<file path="src/rtl/rv_pipe_pkg.sv">
// Shared types and encodings for the 5-stage RV32 pipeline.
// Holds the decoder control bundle and the opcode/ALUOp constants that the stages share.
package rv_pipe_pkg;

  localparam logic [6:0] OP_R     = 7'b0110011;
  localparam logic [6:0] OP_I_LD  = 7'b0000011;
  localparam logic [6:0] OP_I_IMM = 7'b0010011;
  localparam logic [6:0] OP_S     = 7'b0100011;
  localparam logic [6:0] OP_B     = 7'b1100011;
  localparam logic [6:0] OP_J     = 7'b1101111;
  localparam logic [6:0] OP_U     = 7'b0110111;

  localparam logic [1:0] ALUOP_ADD   = 2'b00;
  localparam logic [1:0] ALUOP_SUB   = 2'b01;
  localparam logic [1:0] ALUOP_FUNCT = 2'b10;

  typedef struct packed {
    logic       branch;
    logic       memRead;
    logic       memToReg;
    logic [1:0] ALUOp;
    logic       memWrite;
    logic       ALUSrc;
    logic       regWrite;
  } ctrl_t;

  localparam ctrl_t CTRL_NOP = '0;

  // Which action the ID/EX register takes on the coming edge.
  typedef enum logic [1:0] {
    UPD_HOLD,
    UPD_FLUSH,
    UPD_BUBBLE,
    UPD_PASS
  } upd_e;

  // rs2 is read from the register file for R-type ops and for stores (store data).
  function automatic logic uses_rs2(input ctrl_t c);
    return !c.ALUSrc | c.memWrite;
  endfunction

endpackage

</file>
<file path="src/rtl/hazard_detect_unit.sv">
// Combinational load-use hazard detector between the EX-stage load and the ID instruction.
// A load targeting x0 never creates a dependency.
module hazard_detect_unit (
  input  logic       ex_valid,
  input  logic       ex_memRead,
  input  logic [4:0] ex_rd,
  input  logic       id_valid,
  input  logic [4:0] id_rs1,
  input  logic [4:0] id_rs2,
  input  logic       use_rs2,
  output logic       hazard
);

  logic load_in_ex;
  logic rs1_match;
  logic rs2_match;

  assign load_in_ex = ex_valid & ex_memRead & (ex_rd != 5'd0);
  assign rs1_match  = (ex_rd == id_rs1);
  assign rs2_match  = use_rs2 & (ex_rd == id_rs2);
  assign hazard     = load_in_ex & id_valid & (rs1_match | rs2_match);

endmodule

</file>
<file path="src/rtl/id_ex_stage.sv">
// ID/EX pipeline register with load-use bubble insertion, branch flush and downstream hold.
// Also keeps a saturating count of inserted load-use bubbles.
module id_ex_stage
  import rv_pipe_pkg::*;
#(
  parameter int XLEN  = 32,
  parameter int CNT_W = 16
) (
  input  logic             clk,
  input  logic             rst,
  input  logic             id_valid,
  input  logic [XLEN-1:0]  id_pc,
  input  logic [XLEN-1:0]  id_rs1_data,
  input  logic [XLEN-1:0]  id_rs2_data,
  input  logic [XLEN-1:0]  id_imm,
  input  logic [4:0]       id_rs1,
  input  logic [4:0]       id_rs2,
  input  logic [4:0]       id_rd,
  input  logic [3:0]       id_funct,
  input  logic             id_branch,
  input  logic             id_memRead,
  input  logic             id_memToReg,
  input  logic [1:0]       id_ALUOp,
  input  logic             id_memWrite,
  input  logic             id_ALUSrc,
  input  logic             id_regWrite,
  input  logic             flush,
  input  logic             ex_hold,
  output logic             stall,
  output logic             ex_valid,
  output logic [XLEN-1:0]  ex_pc,
  output logic [XLEN-1:0]  ex_rs1_data,
  output logic [XLEN-1:0]  ex_rs2_data,
  output logic [XLEN-1:0]  ex_imm,
  output logic [4:0]       ex_rs1,
  output logic [4:0]       ex_rs2,
  output logic [4:0]       ex_rd,
  output logic [3:0]       ex_funct,
  output logic             ex_branch,
  output logic             ex_memRead,
  output logic             ex_memToReg,
  output logic [1:0]       ex_ALUOp,
  output logic             ex_memWrite,
  output logic             ex_ALUSrc,
  output logic             ex_regWrite,
  output logic [CNT_W-1:0] bubble_cnt
);

  ctrl_t id_ctrl;
  ctrl_t ctrl_reg, ctrl_next;
  logic  valid_reg, valid_next;
  logic [XLEN-1:0]  pc_reg, pc_next;
  logic [XLEN-1:0]  rs1_data_reg, rs1_data_next;
  logic [XLEN-1:0]  rs2_data_reg, rs2_data_next;
  logic [XLEN-1:0]  imm_reg, imm_next;
  logic [4:0]       rs1_reg, rs1_next;
  logic [4:0]       rs2_reg, rs2_next;
  logic [4:0]       rd_reg, rd_next;
  logic [3:0]       funct_reg, funct_next;
  logic [CNT_W-1:0] cnt_reg, cnt_next;
  logic             hazard;
  upd_e             upd;

  assign id_ctrl = '{
    branch:   id_branch,
    memRead:  id_memRead,
    memToReg: id_memToReg,
    ALUOp:    id_ALUOp,
    memWrite: id_memWrite,
    ALUSrc:   id_ALUSrc,
    regWrite: id_regWrite
  };

  hazard_detect_unit u_hazard (
    .ex_valid   (valid_reg),
    .ex_memRead (ctrl_reg.memRead),
    .ex_rd      (rd_reg),
    .id_valid   (id_valid),
    .id_rs1     (id_rs1),
    .id_rs2     (id_rs2),
    .use_rs2    (uses_rs2(id_ctrl)),
    .hazard     (hazard)
  );

  // A flushed instruction must not freeze fetch of the branch target.
  assign stall = ex_hold | (hazard & ~flush);

  always_comb begin
    if (ex_hold)     upd = UPD_HOLD;
    else if (flush)  upd = UPD_FLUSH;
    else if (hazard) upd = UPD_BUBBLE;
    else             upd = UPD_PASS;
  end

  always_comb begin
    valid_next    = valid_reg;
    ctrl_next     = ctrl_reg;
    cnt_next      = cnt_reg;
    pc_next       = id_pc;
    rs1_data_next = id_rs1_data;
    rs2_data_next = id_rs2_data;
    imm_next      = id_imm;
    rs1_next      = id_rs1;
    rs2_next      = id_rs2;
    rd_next       = id_rd;
    funct_next    = id_funct;
    case (upd)
      UPD_HOLD: begin
        pc_next       = pc_reg;
        rs1_data_next = rs1_data_reg;
        rs2_data_next = rs2_data_reg;
        imm_next      = imm_reg;
        rs1_next      = rs1_reg;
        rs2_next      = rs2_reg;
        rd_next       = rd_reg;
        funct_next    = funct_reg;
      end
      UPD_FLUSH: begin
        valid_next = 1'b0;
        ctrl_next  = CTRL_NOP;
      end
      UPD_BUBBLE: begin
        valid_next = 1'b0;
        ctrl_next  = CTRL_NOP;
        if (cnt_reg != {CNT_W{1'b1}}) cnt_next = cnt_reg + 1'b1;
      end
      default: begin
        valid_next = id_valid;
        ctrl_next  = id_valid ? id_ctrl : CTRL_NOP;
      end
    endcase
  end

  always_ff @(posedge clk or posedge rst) begin
    if (rst) begin
      valid_reg    <= 1'b0;
      ctrl_reg     <= CTRL_NOP;
      cnt_reg      <= '0;
      pc_reg       <= '0;
      rs1_data_reg <= '0;
      rs2_data_reg <= '0;
      imm_reg      <= '0;
      rs1_reg      <= '0;
      rs2_reg      <= '0;
      rd_reg       <= '0;
      funct_reg    <= '0;
    end else begin
      valid_reg    <= valid_next;
      ctrl_reg     <= ctrl_next;
      cnt_reg      <= cnt_next;
      pc_reg       <= pc_next;
      rs1_data_reg <= rs1_data_next;
      rs2_data_reg <= rs2_data_next;
      imm_reg      <= imm_next;
      rs1_reg      <= rs1_next;
      rs2_reg      <= rs2_next;
      rd_reg       <= rd_next;
      funct_reg    <= funct_next;
    end
  end

  assign ex_valid    = valid_reg;
  assign ex_pc       = pc_reg;
  assign ex_rs1_data = rs1_data_reg;
  assign ex_rs2_data = rs2_data_reg;
  assign ex_imm      = imm_reg;
  assign ex_rs1      = rs1_reg;
  assign ex_rs2      = rs2_reg;
  assign ex_rd       = rd_reg;
  assign ex_funct    = funct_reg;
  assign ex_branch   = ctrl_reg.branch;
  assign ex_memRead  = ctrl_reg.memRead;
  assign ex_memToReg = ctrl_reg.memToReg;
  assign ex_ALUOp    = ctrl_reg.ALUOp;
  assign ex_memWrite = ctrl_reg.memWrite;
  assign ex_ALUSrc   = ctrl_reg.ALUSrc;
  assign ex_regWrite = ctrl_reg.regWrite;
  assign bubble_cnt  = cnt_reg;

endmodule

</file>
<file path="config.mk">
export PLATFORM = sky130hd
export DESIGN_NAME = id_ex_stage
export DESIGN_NICKNAME = d
export VERILOG_FILES = /design/src/rtl/rv_pipe_pkg.sv /design/src/rtl/hazard_detect_unit.sv /design/src/rtl/id_ex_stage.sv
export SDC_FILE = /design/constraint.sdc
export NUM_CORES = 1
export LEC_CHECK = 0
export ABC_AREA = 1
export ABC_CLOCK_PERIOD_IN_PS = 6400
export BUFFER_PORTS_ARGS = -buffer_cell sky130_fd_sc_hd__buf_4
export CORE_MARGIN = 5
export CORE_UTILIZATION = 48
export CTS_BUF_LIST = sky130_fd_sc_hd__clkbuf_8
export CTS_CLUSTER_SIZE = 20
export DETAILED_ROUTE_END_ITERATION = 16
export GPL_TIMING_DRIVEN = 0
export HOLD_SLACK_MARGIN = 0.08
export PLACE_DENSITY_LB_ADDON = 0.12
export RECOVER_POWER = 100
export REMOVE_ABC_BUFFERS = 1
export SLEW_MARGIN = 10
export SYNTH_ARGS = -nofsm -noshare
export SYNTH_HDL_FRONTEND = slang
export SYNTH_SLANG_ARGS = --single-unit
export TNS_END_PERCENT = 50
</file>
<file path="constraint.sdc">
create_clock -name clk -period 6.4 [get_ports clk]
set_input_delay 0.32 -clock clk [delete_from_list [all_inputs] [get_ports clk]]
set_output_delay 0.32 -clock clk [all_outputs]
set_load 0.02 [all_outputs]
</file>
==> results of run 1 <==
[state kept, by name (all words and copies together), names as in the netlist, 2 cells and up]
| name | count |
|---|---|
| ex_imm | 32 |
| ex_pc | 32 |
| ex_rs1_data | 32 |
| ex_rs2_data | 32 |
| bubble_cnt | 16 |
| ex_rd | 5 |
| ex_rs1 | 5 |
| ex_rs2 | 5 |
| ex_funct | 4 |
| ex_ALUOp | 2 |
[cell usage after synthesis]
cell	n
buf_6	1
xor2_1	1
clkbuf_1	26
o21ai_4	1
nand2_4	1
xnor2_1	7
dfrtp_1	172
buf_2	3
nor2_4	1
inv_1	29
nand4_1	8
buf_1	6
ha_1	3
nor2_2	1
a32o_1	7
nand3_1	9
nand3_2	1
nor2_1	26
nand2_1	520
inv_2	1
o21ai_0	18
[power breakdown]
part           leakage (nW)  total [mW]  switching, mW  internal, mW
clock                 0.234       0.887          0.393         0.494
sequential             2.11        1.27         0.0764          1.19
combinational          3.29       0.593          0.369         0.224
total                  5.63        2.75          0.839          1.91
[metal layers]
| metal | vias up | track usage | wire length [um] |
|---|---|---|---|
| li1 | 3459 | - | - |
| met1 | 3450 | 0.328 | 8920 |
| met2 | 331 | 0.495 | 12600 |
| met3 | 79 | 0.0813 | 2140 |
| met4 | 0 | 0.140 | 1090 |
| met5 | - | 0 | 0 |
[layout make-up]
| type | count | area share |
|---|---|---|
| diodes | 2 | 0.000461 |
| clock buffers | 20 | 0.0253 |
| clock inverters | 12 | 0.0178 |
| inverters | 30 | 0.0109 |
| multi-input cells | 604 | 0.225 |
| flip-flops and latches | 172 | 0.396 |
| well taps | 184 | 0.0212 |
| repair buffers | 471 | 0.303 |
[worst min path at each step]
stage	cells past startpoint	slack (ns)	from	end
after floorplan	2	0.43	id_funct[0]	ex_funct[0]$_DFFE_PP0P_
after global placement	2	0.46	ex_imm[5]$_DFFE_PP0P_	ex_imm[5]$_DFFE_PP0P_
after detailed placement	2	0.43	rst	ex_rs2_data[0]$_DFFE_PP0P_
after CTS	3	0.08	id_rs1_data[15]	ex_rs1_data[15]$_DFFE_PP0P_
after global routing	3	0.09	id_rs1_data[15]	ex_rs1_data[15]$_DFFE_PP0P_
final	3	0.10	id_rs1_data[15]	ex_rs1_data[15]$_DFFE_PP0P_
[worst register-to-register path, cell delays in order, from the launching register on]
cell	delay (ns)
dfrtp_1	0.46
inv_1	0.10
nand2_1	0.07
nand2_1	0.05
nor2_1	0.09
nand3_1	0.08
nand2_1	0.08
nand2_1	0.06
nand2_1	0.09
ha_1	1.46
buf_12	0.36
inv_6	0.28
buf_16	0.30
nand2_1	0.15
nand2_1	0.07
[stage by stage]
stage	power [mW]	hold WS (ns)
floorplan	1.57	0.430
global placement	1.88	0.462
detailed placement	1.89	0.425
CTS	2.83	0.0839
global route	2.86	0.0871
finish	2.75	0.104
[cell families (layout without fill, tap and decap cells)]
kind of cell               Yosys count  after routing  share of synthesized area
AOI/OAI and AO/OA                   26             26                     0.0251
other                                0              2                          0
and+or+nand+nor                    567            567                      0.311
DFF                                172            172                      0.612
adders and majority gates            3              3                    0.00534
xor gates and xnor gates             8              8                    0.00997
buffers and inverters               66            533                     0.0368
==> run metrics, run 1 <==
status finished, violations left; failing checks max-capacitance violations, max-slew violations; Critical Path AT 4.15 ns; Hold Crit Class input port to flop; Worst Setup SP ex_rd[3]$_DFFE_PP0P_; global route overflow 0; Final Util 0.753; largest net degree at the start of global routing 96; Slowest-stage cell, CP ha_1; postcts setup bufs 0; Critical Path Stages 14; VDD IR max 143 uV; Leak Pwr 5.63 nW; reg-to-reg slack, setup 2.58 ns; row count 44; Reg area between 4000 and 5000 um^2; drt via density about 5; Yosys warnings 0; Power per Cell Area 253 nW/um^2; most frequent cells in the layout nand2_1, clkbuf_1, dfrtp_1; CP Class flop to flop; Hold Violations, Final 0; DP HPWL 15500 um; CTS root buf clkbuf_8; Clock Skews roughly 0.015 ns; crit share post-route 0.597; total negative slack 0 ns; cell family with the largest share of critical-path delay adder cells; Routed Antenna Nets 0; CP startpoint kind flop; synth top area cells dfrtp_1, nand2_1, inv_1; GRT Overall Usage 0.287; post-synthesis cell count 842; Placer Congestion 0.874; Vias 7319; CP Cell Sequence inv_1, nand2_1, nand2_1, nor2_1, nand3_1, nand2_1, nand2_1, nand2_1, ha_1, buf_12, inv_6, buf_16, nand2_1, nand2_1; Clk Latency, worst-skew pair roughly 0.45 ns; Critical Path End ex_rs1_data[5]$_DFFE_PP0P_; area grow syn2layout 54.6%; area of the multi-input gates about 2400 um^2; Routed Wire Length 24700 um; final worst setup slack 2.58 ns; syn_area_per_cell ~8.3 um^2; Synth area leader dfrtp_1; Tmin final 3.82 ns; Sink Count approximately 170; sum of buffers and inverters on the critical path 4; Synth cell types 21; Initial DRC Count 563; max-slew violations 146; router iterations before antenna repair 5; FF-to-FF End ex_rs1_data[5]$_DFFE_PP0P_; number of port buffers 332; reg2reg path depth 14; Seq/Total Area, Yosys 0.612; WL/cell 16.5 um; initial antenna violation count 2; die area 17200 um^2; Top cell by count, worst path nand2_1; share of cells above drive strength 1 0.150; share of the synthesized area in the top cell type 0.612; Mapped Area between 7000 and 8000 um^2; Final setup viols 0; pin slew with the least headroom to its limit 3.47 ns; Max Clock Freq 262 MHz; placed cell count around 1300; DRC Markers 0; RSZ-0062 raised after global routing false; Reg clk slew, reported paths 0.09 ns; initial core utilization 0.487; Nets between 1000 and 1500; Critical Path Sink Type flop; TritonCTS Buffers 17; post-route insts no fill 1495; Placement Setup Slack 3.58 ns; maximum fanout along the worst path 72; commonest non-fill, non-tap cell in the layout nand2_1; io pins 333; Max Cap Viol 3; FF+latch count, synth 172; Die Y 131 um; CP peak stage delay ~1.5 ns; Worst Path Required 6.73 ns; cts repair resizes 0; Rel. slew slack -1.32; clock buffer depth 2; TritonCTS clock tree yes; Fill cells 1114; H-tree levels 4; Placed Area 9730 um^2; Core Area 14400 um^2; post-cts hold buffer count 135; vias in the first global route 7489; r2r startpoint ex_rd[3]$_DFFE_PP0P_; first-pass GRT wire length about 38000 um; Die X between 100 and 150 um; post-route design area 10900 um^2
(Power assumes the default switching activity.)
==> run 2: changes to the inputs <==
- ABC_CLOCK_PERIOD_IN_PS: 6400 -> 3200
- CORE_UTILIZATION: 48 -> 43
- clock period: 6.4 -> 3.2 ns (I/O delays scaled with it)
==> run metrics, run 2 (same netlist as run 1, synthesis figures left out) <==
Tmin final 2.82 ns; post-route design area around 11000 um^2; Clk Latency, worst-skew pair 0.46 ns; GRT Overall Usage 0.256; reg2reg path depth 13; Initial DRC Count 422; sum of buffers and inverters on the critical path 4; DRC Markers 0; Routed Wire Length 24100 um; Top cell by count, worst path nand2_1; Placer Congestion 0.842; initial antenna violation count 2; CTS root buf clkbuf_8; share of cells above drive strength 1 0.151; Die Y 138 um; CP Class flop to flop; Worst Setup SP ex_rd[0]$_DFFE_PP0P_; area grow syn2layout 58.7%; maximum fanout along the worst path 78; Clock Skews roughly 0.014 ns; drt via density between 4 and 5; r2r startpoint ex_rd[0]$_DFFE_PP0P_; RSZ-0062 raised after global routing false; CP startpoint kind flop; reg-to-reg slack, setup about 0.38 ns; Hold Violations, Final 0; Vias 7251; cell family with the largest share of critical-path delay buffers and inverters; Reg area 4300 um^2; Critical Path Stages 13; first-pass GRT wire length roughly 38000 um; status finished, violations left; Fill cells roughly 1300; Reg clk slew, reported paths 0.09 ns; Max Clock Freq 355 MHz; CP peak stage delay 0.62 ns; Final setup viols 0; H-tree levels 4; TritonCTS Buffers 17; Critical Path AT 3.15 ns; Power per Cell Area around 470 nW/um^2; clock buffer depth 2; Core Area ~16000 um^2; Routed Antenna Nets 0; Critical Path End ex_rd[0]$_DFFE_PP0P_; FF-to-FF End ex_rd[0]$_DFFE_PP0P_; Leak Pwr between 5 and 6 nW; placed cell count 1358; Slowest-stage cell, CP inv_4; max-slew violations 75; largest net degree at the start of global routing 99; Critical Path Sink Type flop; crit share post-route 0.881; area of the multi-input gates ~2500 um^2; Die X 138 um; failing checks max-capacitance violations, max-slew violations; WL/cell 15.5 um; DP HPWL 15600 um; row count 46; Rel. slew slack -0.0861; Worst Path Required ~3.5 ns; hold slack ~0.25 ns; post-route insts no fill around 1600; router iterations before antenna repair 4; Nets approximately 1500; initial core utilization 0.441; Placed Area around 9800 um^2; Design Power between 5 and 6 mW; Max Cap Viol 1; pin slew with the least headroom to its limit 1.63 ns; commonest non-fill, non-tap cell in the layout nand2_1; Hold Crit Class input port to flop; CP Cell Sequence inv_1, nand2_1, nand2_1, nor2_1, nand3_1, nand2_1, nand2_1, nand2_1, ha_4, buf_16, inv_4, buf_16, o21ai_0; TritonCTS clock tree yes; io pins 333; most frequent cells in the layout nand2_1, clkbuf_1, dfrtp_1; Sink Count between 150 and 200; vias in the first global route 7436; global route overflow 0; number of port buffers approximately 330; die area 19000 um^2; VDD IR max 240 uV
## run 2: cell count changes in the layout (fill, tap and decap cells not counted), sizes merged
cell and delta:
inv -1, bufinv -4, clkbuf +2, dlygate4sd3 +30
clkinvlp +2, diode +2, clkinv +2
## run 2: what timing repair did
item                       4_1_cts  5_1_grt
setup buffers                    0        1
hold buffers                   165        0
hold endpoints to repair       230        0
setup endpoints to repair        0        8
resized for setup                0        1
## run 2: metal layers
metal | vias to the layer above | wire length [um] | part of all wire | global-route usage
met5 | - | 0 | 0 | 0
li1 | 3537 | - | - | -
met3 | 58 | 2030 | 0.084 | 0.0835
met4 | 0 | 785 | 0.033 | 0.113
met1 | 3371 | 9150 | 0.38 | 0.293
met2 | 285 | 12200 | 0.50 | 0.438
## run 2: layout make-up
| class | instances | share of cell area |
|---|---|---|
| Sequential cell | 172 | 0.386 |
| Tap cell | 216 | 0.0242 |
| Timing Repair Buffer | 502 | 0.321 |
| Clock buffer | 21 | 0.0259 |
| Clock inverter | 11 | 0.00998 |
| Inverter | 30 | 0.0107 |
| Multi-Input combinational cell | 604 | 0.221 |
| Antenna cell | 4 | 0.000897 |
## run 2: worst min-delay path by stage
stage	startpoint	endpoint	slack (ns)	depth (start not counted)
2_1_floorplan	id_funct[0]	ex_funct[0]$_DFFE_PP0P_	0.27	2
5_1_grt	flush	bubble_cnt[10]$_DFFE_PP0P_	0.26	5
6_report	flush	bubble_cnt[10]$_DFFE_PP0P_	0.25	5
3_3_place_gp	id_imm[12]	ex_imm[12]$_DFFE_PP0P_	0.35	3
3_5_place_dp	rst	ex_rs1_data[18]$_DFFE_PP0P_	0.27	2
4_1_cts	ex_hold	bubble_cnt[10]$_DFFE_PP0P_	0.26	5
## run 2: stage by stage
step                TNS [ns]  worst slack, ns  utilization
floorplan            -693.76            -2.90            -
global route               0           0.0958        0.700
detailed placement         0            0.445        0.614
finish                     0            0.381        0.700
global placement    -1635.08            -6.88        0.605
CTS                        0            0.184        0.742
## run 2: report_power, final
group          switching (mW)  internal, mW  total (mW)
combinational           0.736         0.473        1.21
sequential              0.148          2.38        2.53
clock                   0.817         0.705        1.52
total                    1.70          3.56        5.26
## run 2: worst register-to-register path, stage by stage (launching register included)
cell and delay, ns:
dfrtp_1 0.42, inv_1 0.14, nand2_1 0.07, nand2_1 0.07
nor2_1 0.04, nand3_1 0.06, nand2_1 0.06, nand2_1 0.08
nand2_1 0.10, ha_4 0.25, buf_16 0.22, inv_4 0.67
buf_16 0.33, o21ai_0 0.17
==> run 3: changes to the inputs <==
- BUFFER_PORTS_ARGS: -buffer_cell sky130_fd_sc_hd__buf_4 -> -buffer_cell sky130_fd_sc_hd__clkbuf_2
- SETUP_SLACK_MARGIN: default -> 0.4
==> run metrics, run 3 (same netlist as run 1, synthesis figures left out) <==
status finished, violations left; failing checks max-capacitance violations, max-slew violations; Clk Latency, worst-skew pair roughly 0.46 ns; io pins 333; drt via density 4.67; Initial DRC Count about 430; postcts setup bufs 0; Tmin final between 2 and 3 ns; Routed Wire Length 23600 um; global route overflow 0; CP peak stage delay 0.74 ns; Fill cells 1366; Rel. slew slack -0.308; Power per Cell Area approximately 480 nW/um^2; DRC Markers 0; Core Area 15900 um^2; GR Util met1 0.282; RSZ-0062 raised after global routing false; share of cells above drive strength 1 0.150; CP startpoint kind flop; TritonCTS Buffers 17; area of the multi-input gates between 2000 and 2500 um^2; Vias 7230; pin slew with the least headroom to its limit 1.96 ns; Clock Power Share 0.279; Hold Crit Class input port to flop; Hold Violations, Final 0; Die Y ~140 um; cell family with the largest share of critical-path delay simple AND/OR/NAND/NOR gates; Die X 138 um; M3 GR Usage 0.0809; Top cell by count, worst path nand2_1; router iterations before antenna repair 5; crit share post-route 0.806; DP HPWL 15200 um; GRT met2 Usage 0.416; CP Cell Sequence inv_1, nand2_1, nand2_1, nor2_1, nand3_1, nand2_1, nand2_1, nand2_1, ha_4, clkbuf_4, nand2_1, nand2_1; number of port buffers 332; Nets about 1500; Slowest-stage cell, CP clkbuf_4; Most Crowded Layer GR met2; initial antenna violation count 1; clock buffer depth 2; TritonCTS clock tree yes; Max Clock Freq 388 MHz; total negative slack 0 ns; Int Pwr 3.36 mW; die area 19000 um^2; maximum fanout along the worst path a little under 80; VDD IR max between 200 and 300 uV; first-pass GRT wire length 36500 um; Critical Path Sink Type flop; Design Power 5.08 mW; most frequent cells in the layout nand2_1, clkbuf_1, dfrtp_1; GRT Overall Usage 0.246; Sink Count 172; Clock Skews 0.0207 ns; commonest non-fill, non-tap cell in the layout nand2_1; Worst Path Required 3.59 ns; post-route design area 10600 um^2; Reg area about 4300 um^2; Final setup viols 0; WL/cell 15.3 um; largest net degree at the start of global routing 97; sum of buffers and inverters on the critical path 2; H-tree levels 4; CTS root buf clkbuf_8; Reg clk slew, reported paths 0.10 ns; Max Cap Viol 1; Sequential Power Share 0.497; Placer Congestion 0.843; initial core utilization 0.441; vias in the first global route 7330; Switch Pwr 1.72 mW; Critical Path AT 2.97 ns; row count 46; cts repair resizes 0; area grow syn2layout 51.4%; CP Class flop to flop; max-slew violations 88; Routed Antenna Nets 0; Sw Ratio 0.339; Placed Area 8950 um^2; Comb power frac 0.224; Leak Pwr 5.57 nW
==> run 3: cell count changes in the layout (fill, tap and decap cells not counted), moves of 2 or more <==
| cell | change |
|---|---|
| buf_4 | -159 |
| clkbuf_2 | +158 |
| clkbuf_8 | -3 |
| diode_2 | -3 |
| dlygate4sd3_1 | -8 |
| inv_6 | +3 |
| nor2_1 | +2 |
==> run 3: worst paths after layout <==
path / from / to / slack [ns] / cells after the start
worst max register to register: ex_rd[0]$_DFFE_PP0P_ / ex_rs1_data[25]$_DFFE_PP0P_ / 0.62 / 12
worst min register to register: ex_rs2_data[23]$_DFFE_PP0P_ / ex_rs2_data[23]$_DFFE_PP0P_ / 0.48 / 2
worst min-delay path: flush / bubble_cnt[10]$_DFFE_PP0P_ / 0.26 / 5
worst max-delay path: ex_rd[0]$_DFFE_PP0P_ / ex_rs1_data[25]$_DFFE_PP0P_ / 0.62 / 12
min in group asynchronous: rst / ex_imm[0]$_DFFE_PP0P_ / 0.80 / 3
max in group asynchronous: rst / ex_imm[21]$_DFFE_PP0P_ / 1.24 / 4
==> run 3: layout make-up <==
cell class	count	share of cell area
diodes	1	0.000235
flip-flops and latches	172	0.404
inverters	30	0.0114
well taps	216	0.0254
multi-input cells	604	0.231
repair buffers	494	0.294
clock buffers	18	0.0233
clock inverters	13	0.0105
==> run 3: timing repair <==
item | CTS | global route
hold buffers | 157 | 0
endpoints found under the setup margin | 0 | 4
hold endpoints to repair | 243 | 0
==> run 3: worst register-to-register path, stage by stage (launching register included) <==
cell,delay (ns)
dfrtp_1,0.42
inv_1,0.10
nand2_1,0.07
nand2_1,0.05
nor2_1,0.12
nand3_1,0.08
nand2_1,0.08
nand2_1,0.07
nand2_1,0.12
ha_4,0.31
clkbuf_4,0.74
nand2_1,0.22
nand2_1,0.14
==> run 3: metal layers <==
layer / part of all wire / routed length (um)
met5: 0 / 0
met2: 0.49 / 11600
met3: 0.088 / 2070
met4: 0.041 / 975
met1: 0.38 / 8950
==> run 3: metrics by stage <==
stage | hold WS, ns | worst slack [ns] | utilization | instances
after global routing | 0.279 | 0.319 | 0.668 | 1548
final | 0.260 | 0.621 | 0.668 | 1548
after detailed placement | 0.303 | 0.581 | 0.561 | 1358
after global placement | 0.354 | -6.86 | 0.553 | 1354
after CTS | 0.275 | 0.558 | 0.683 | 1546
after floorplan | 0.270 | -2.90 | - | 806
==> run 3: power by group through the flow <==
stage                     logic, mW  clock network (mW)  registers, mW
after CTS                      1.19                1.45           2.52
after global placement         1.04                   0           2.56
after floorplan               0.330                   0           2.81
after global routing           1.26                1.54           2.55
after detailed placement       1.04                   0           2.56
final                          1.14                1.42           2.53
